## config.mk

```make
export PLATFORM = sky130hd
export DESIGN_NAME = row_array_ctrl
export DESIGN_NICKNAME = d
export VERILOG_FILES = /design/src/rtl/row_array_ctrl.sv
export SDC_FILE = /design/constraint.sdc
export NUM_CORES = 1
export LEC_CHECK = 0
export BUFFER_PORTS_ARGS = -buffer_cell sky130_fd_sc_hd__buf_2
export CAP_MARGIN = 30
export CORE_UTILIZATION = 50
export CTS_BUF_LIST = sky130_fd_sc_hd__clkbuf_8
export DETAILED_ROUTE_END_ITERATION = 7
export PLACE_DENSITY = 0.7
export SLEW_MARGIN = 30
export SYNTH_ARGS = -nofsm -noshare
export SYNTH_HDL_FRONTEND = slang
export SYNTH_SLANG_ARGS = --single-unit
```

## constraint.sdc

```tcl
create_clock -name clk -period 3.45 [get_ports clk]
set_clock_uncertainty 0.15 [all_clocks]
set_input_delay 0.1725 -clock clk [delete_from_list [all_inputs] [get_ports clk]]
set_output_delay 0.1725 -clock clk [all_outputs]
set_load 0.02 [all_outputs]
```

## src/rtl/row_array_ctrl.sv

```systemverilog
// 8x8 playfield row store: sequenced clear, row writes from the game FSM with a
// one-deep pending buffer, registered debug readback and a divided row-scan readout.
module row_array_ctrl #(
   parameter int unsigned SCAN_DIV = 50000,
   parameter int unsigned ROWS     = 8
) (
   input  logic       clk,
   input  logic       reset,
   input  logic [7:0] wr_val,
   input  logic [2:0] wr_row,
   input  logic       wr_strobe,
   input  logic       clr_req,
   output logic       busy,
   input  logic [2:0] rd_row,
   output logic [7:0] rd_data,
   output logic [7:0] scan_row_sel,
   output logic [7:0] scan_cols,
   output logic       scan_tick
);

   localparam int unsigned DIV_W = (SCAN_DIV > 1) ? $clog2(SCAN_DIV) : 1;

   typedef enum logic {
      IDLE,
      CLEAR
   } state_t;

   state_t           state;
   logic [2:0]       clr_cnt;
   logic [7:0]       arr [ROWS];
   logic             pending_valid;
   logic [2:0]       pending_row;
   logic [7:0]       pending_val;
   logic [2:0]       scan_idx;
   logic [DIV_W-1:0] div_cnt;
   logic             clear_next;

   // Whether the next cycle is a clear cycle; busy and row blanking both follow
   // it so the matrix is dark for exactly the cycles busy is high.
   always_comb begin
      clear_next = clr_req;
      if (state == CLEAR && clr_cnt != 3'd7)
         clear_next = 1'b1;
   end

   always_ff @(posedge clk or posedge reset) begin
      if (reset) begin
         for (int unsigned i = 0; i < ROWS; i++)
            arr[i] <= '0;
         state         <= IDLE;
         clr_cnt       <= '0;
         busy          <= 1'b0;
         pending_valid <= 1'b0;
         pending_row   <= '0;
         pending_val   <= '0;
         scan_idx      <= '0;
         div_cnt       <= '0;
         scan_row_sel  <= 8'b0000_0001;
         scan_cols     <= '0;
         scan_tick     <= 1'b0;
         rd_data       <= '0;
      end else begin
         state <= clear_next ? CLEAR : IDLE;
         busy  <= clear_next;

         if (state == IDLE) begin
            if (clr_req) begin
               clr_cnt <= '0;
               if (wr_strobe) begin
                  pending_val   <= wr_val;
                  pending_row   <= wr_row;
                  pending_valid <= 1'b1;
               end
            end else begin
               // Pending entry goes first so a same-row strobe overrides it.
               if (pending_valid) begin
                  arr[pending_row] <= pending_val;
                  pending_valid    <= 1'b0;
               end
               if (wr_strobe)
                  arr[wr_row] <= wr_val;
            end
         end else begin
            arr[clr_cnt] <= '0;
            clr_cnt      <= clr_req ? 3'd0 : clr_cnt + 3'd1;
            if (wr_strobe) begin
               pending_val   <= wr_val;
               pending_row   <= wr_row;
               pending_valid <= 1'b1;
            end
         end

         if (div_cnt == DIV_W'(SCAN_DIV - 1)) begin
            div_cnt   <= '0;
            scan_idx  <= scan_idx + 3'd1;
            scan_tick <= 1'b1;
         end else begin
            div_cnt   <= div_cnt + DIV_W'(1);
            scan_tick <= 1'b0;
         end

         scan_row_sel <= clear_next ? 8'h00 : (8'd1 << scan_idx);
         scan_cols    <= arr[scan_idx];
         rd_data      <= arr[rd_row];
      end
   end

endmodule

```

==> flow_summary.json <==
{
  "status": "complete, no violations",
  "synth_seq_cells": 124,
  "synth-async-reset-ratio_pct": 100,
  "place_congestion": 0.837,
  "cts.sinks": 124,
  "fin_crit_sh_pct": 67.8,
  "post-route-util_pct": 57.8,
  "clkTransAtPathRegs_ns": 0.08,
  "cp-start-kind": "flop",
  "io_pins": 44,
  "relSlewSlack_pct": 34.4,
  "cp-end-kind": "flop",
  "finalHoldViolCount": 0,
  "routed_wl_mm": 19.0,
  "cts_buffers": 17,
  "synth_cell_types": 42,
  "switchingPower_mw": 1.13,
  "p_clk_share_pct": 34.4,
  "cp.arrival_ns": 2.53,
  "synthTopCellsByArea": "dfrtp_1 (44%), mux4_2 (10%), a21o_1 (6.9%)",
  "gr-usage-met3_pct": 7.65,
  "use_met1_pct": 39.8,
  "track_usage_pct": 28.9,
  "synth_xor_area_share_pct": 1.89,
  "area_delta_synth_final_pct": 11.2,
  "dieHeight_um": 120,
  "synth_top_family_by_area": "compound AO/OA/AOI/OAI gates",
  "detail_route.iter0.violations": 593,
  "muxShareOfSynthArea_pct": 17.5,
  "portBuffers": 43,
  "top_usage_layer": "met2",
  "rows": 42,
  "final_max_slew_viol_count": 0,
  "leakage_nw": 3.68,
  "synth_edf_count": 0,
  "ant_nets": 0,
  "hpwl_mm": 12.7,
  "grt_start_max_net_pins": 125,
  "max_freq_mhz": 427,
  "cts_tree": "built",
  "worst_slew_pin_slew_ns": 0.980,
  "drc": 0,
  "wl_per_cell_um": 21.5,
  "clkLatencyLatePin_ns": 0.45,
  "drive_gt1_share_pct": 19.7,
  "min_path_type": "input port to flop",
  "peakVddDrop_uv": 222,
  "antenna_found_initial": 0,
  "clock_path_buffers": 2,
  "grt_pass1_vias": 5530,
  "die_w_um": 120,
  "sw_frac_of_total_pct": 30.2,
  "yosysTopAreaCellShare_pct": 44.2,
  "grt_pass1_wl_mm": 30.8,
  "drv_cap": 0,
  "synthesis.nets": 695,
  "setup_violations": 0,
  "synth-seq-area-share_pct": 44.6,
  "crit_fanout": 8,
  "synth_warnings": 0,
  "start_util_pct": 52.0,
  "combPwrFrac_pct": 15.7,
  "synthFlopType": "dfrtp_1",
  "dieArea_mm2": 0.0144,
  "core-area_mm2": 0.0134,
  "overflow": 0,
  "diodes": 0,
  "synth_compound_gate_area_share_pct": 18.0,
  "synth-simple-area-share_pct": 12.8,
  "power_density_mw_per_mm2": 484,
  "path_class": "flop to flop",
  "root_buffer": "clkbuf_8",
  "tns_ns": 0,
  "yosysTopAreaCell": "dfrtp_1",
  "viasPerCell": 6.38,
  "grtUsageMet2_pct": 42.1,
  "required_ns": 3.64,
  "vias": 5657,
  "min_period_ns": 2.34,
  "syn_area_per_cell_um2": 10.4,
  "ctsHtreeMaxLevel": 4,
  "rsz0062_at_grt": "no",
  "syn_area_mm2": 0.00696,
  "p_seq_share_pct": 50.0,
  "synthAdderAreaFrac_pct": 1.62,
  "firstDrtPassIters": 5,
  "nets": 724,
  "syn_inst": 668,
  "internal-power_mw": 2.62
}
[cells by family (layout without fill, tap and decap cells)]
group | count (synthesis) | in the layout
compound gates | 204 | 204
xor+xnor | 15 | 15
fa+ha+maj | 9 | 9
buf+inv | 58 | 100
flops | 124 | 124
mux | 79 | 79
simple gates | 179 | 179
[through the flow]
step | hold WS, ns | area [µm²] | power [mW] | std cells | setup slack [ns]
after floorplan | 0.0889 | 6970 | 2.23 | 668 | 1.60
after global placement | 0.268 | 7230 | 2.41 | 842 | 1.19
after detailed placement | 0.277 | 7230 | 2.46 | 842 | 1.11
after CTS | 0.00769 | 7750 | 3.75 | 886 | 1.10
after global routing | 0.0258 | 7750 | 3.90 | 886 | 0.928
final | 0.0329 | 7750 | 3.75 | 886 | 1.11
[synth_stat cells, types with 3 or more instances]
cell and instances:
a21o_1 64, a21oi_1 28, a31oi_1 44, and3_1 8, and4b_1 3, and4bb_2 3
buf_1 4, buf_2 16, buf_4 3, clkbuf_1 27, dfrtp_1 123, ha_1 9
inv_1 7, mux2_2 20, mux2i_1 27, mux4_2 32, nand2_1 107, nand3_1 6
nand4_1 7, nand4b_1 6, nand4bb_1 3, nor2_1 13, nor2b_1 4, nor3_1 5
o21ai_0 64, xnor2_1 11, xor2_1 4
[worst max-delay path, stage by stage (launching register included)]
cell and delay [ns]:
dfrtp_1 0.40, ha_1 0.22, nand3_1 0.14, or2_1 0.31, nor3_2 0.46, buf_4 0.23
mux2_2 0.33
[registers in the layout (all words and copies together) (netlist names)]
name	cells
pending_valid	1
busy	1
arr	64
scan_cols	8
rd_data	8
clr_cnt	3
scan_idx	3
pending_val	8
scan_row_sel	8
div_cnt	16
pending_row	3
scan_tick	1
[layout make-up]
cell class,instances,area [µm²]
sequential,124,3100
inverter,7,30.0
multi-input combinational,486,3610
clock inverter,15,158
clock buffer,17,234
fill,1144,5650
timing repair buffer,61,393
tap,176,220
[what timing repair did]
action	4_1_cts	5_1_grt
hold buffers	12	0
setup buffers	0	0
hold endpoints to repair	143	0
gates resized for setup	0	0
setup endpoints to repair	0	0
[metal layers]
layer | share of wire [%] | up-vias
li1 | - | 2515
met5 | 0 | -
met3 | 10 | 51
met4 | 4.0 | 0
met2 | 44 | 292
met1 | 41 | 2799
[layout by cell type, fill, tap and decap left out, types with 2 or more instances in the layout]
cell type,count
clkbuf_8,17
clkinv_2,5
and4b_1,3
inv_1,9
mux4_2,32
a31oi_1,44
nand4bb_1,3
xor2_1,4
mux2_2,20
nand4_1,7
nor2_1,13
and4_1,2
and2_1,2
nor3_1,5
bufinv_16,3
or4b_1,2
a21o_1,64
dlygate4sd3_1,12
o21ai_0,64
o21ai_2,2
clkinvlp_4,4
nand2_1,107
buf_2,43
ha_1,9
and4bb_2,3
nand4b_1,6
xnor2_1,11
a21oi_1,28
dfrtp_1,123
nor4_1,2
and3_1,8
mux2i_1,27
nand3_1,6
buf_4,5
nor2b_1,4
[path summary, 6_finish.rpt]
kind                                       from                    endpoint  slack (ns)  depth (start not counted)
max in group asynchronous                 reset         arr[35]$_DFFE_PP0P_        2.35                          4
hold reg to reg            div_cnt[7]$_DFF_PP0_        div_cnt[7]$_DFF_PP0_        0.35                          1
hold / removal                        wr_val[0]  pending_val[0]$_DFFE_PP0P_        0.03                          2
min in group asynchronous                 reset      scan_cols[6]$_DFF_PP0_        0.32                          4
setup reg to reg           div_cnt[0]$_DFF_PP0_     scan_idx[1]$_DFFE_PP0P_        1.11                          6
setup / recovery           div_cnt[0]$_DFF_PP0_     scan_idx[1]$_DFFE_PP0P_        1.11                          6
[power groups by stage]
| stage | registers, mW | clock network (mW) | logic [mW] |
|---|---|---|---|
| after CTS | 1.86 | 1.31 | 0.587 |
| after global placement | 1.86 | 0 | 0.552 |
| final | 1.87 | 1.29 | 0.587 |
| after detailed placement | 1.88 | 0 | 0.574 |
| after floorplan | 1.78 | 0 | 0.446 |
| after global routing | 1.89 | 1.38 | 0.642 |
Note: power is estimated with default switching activity, not from simulation.
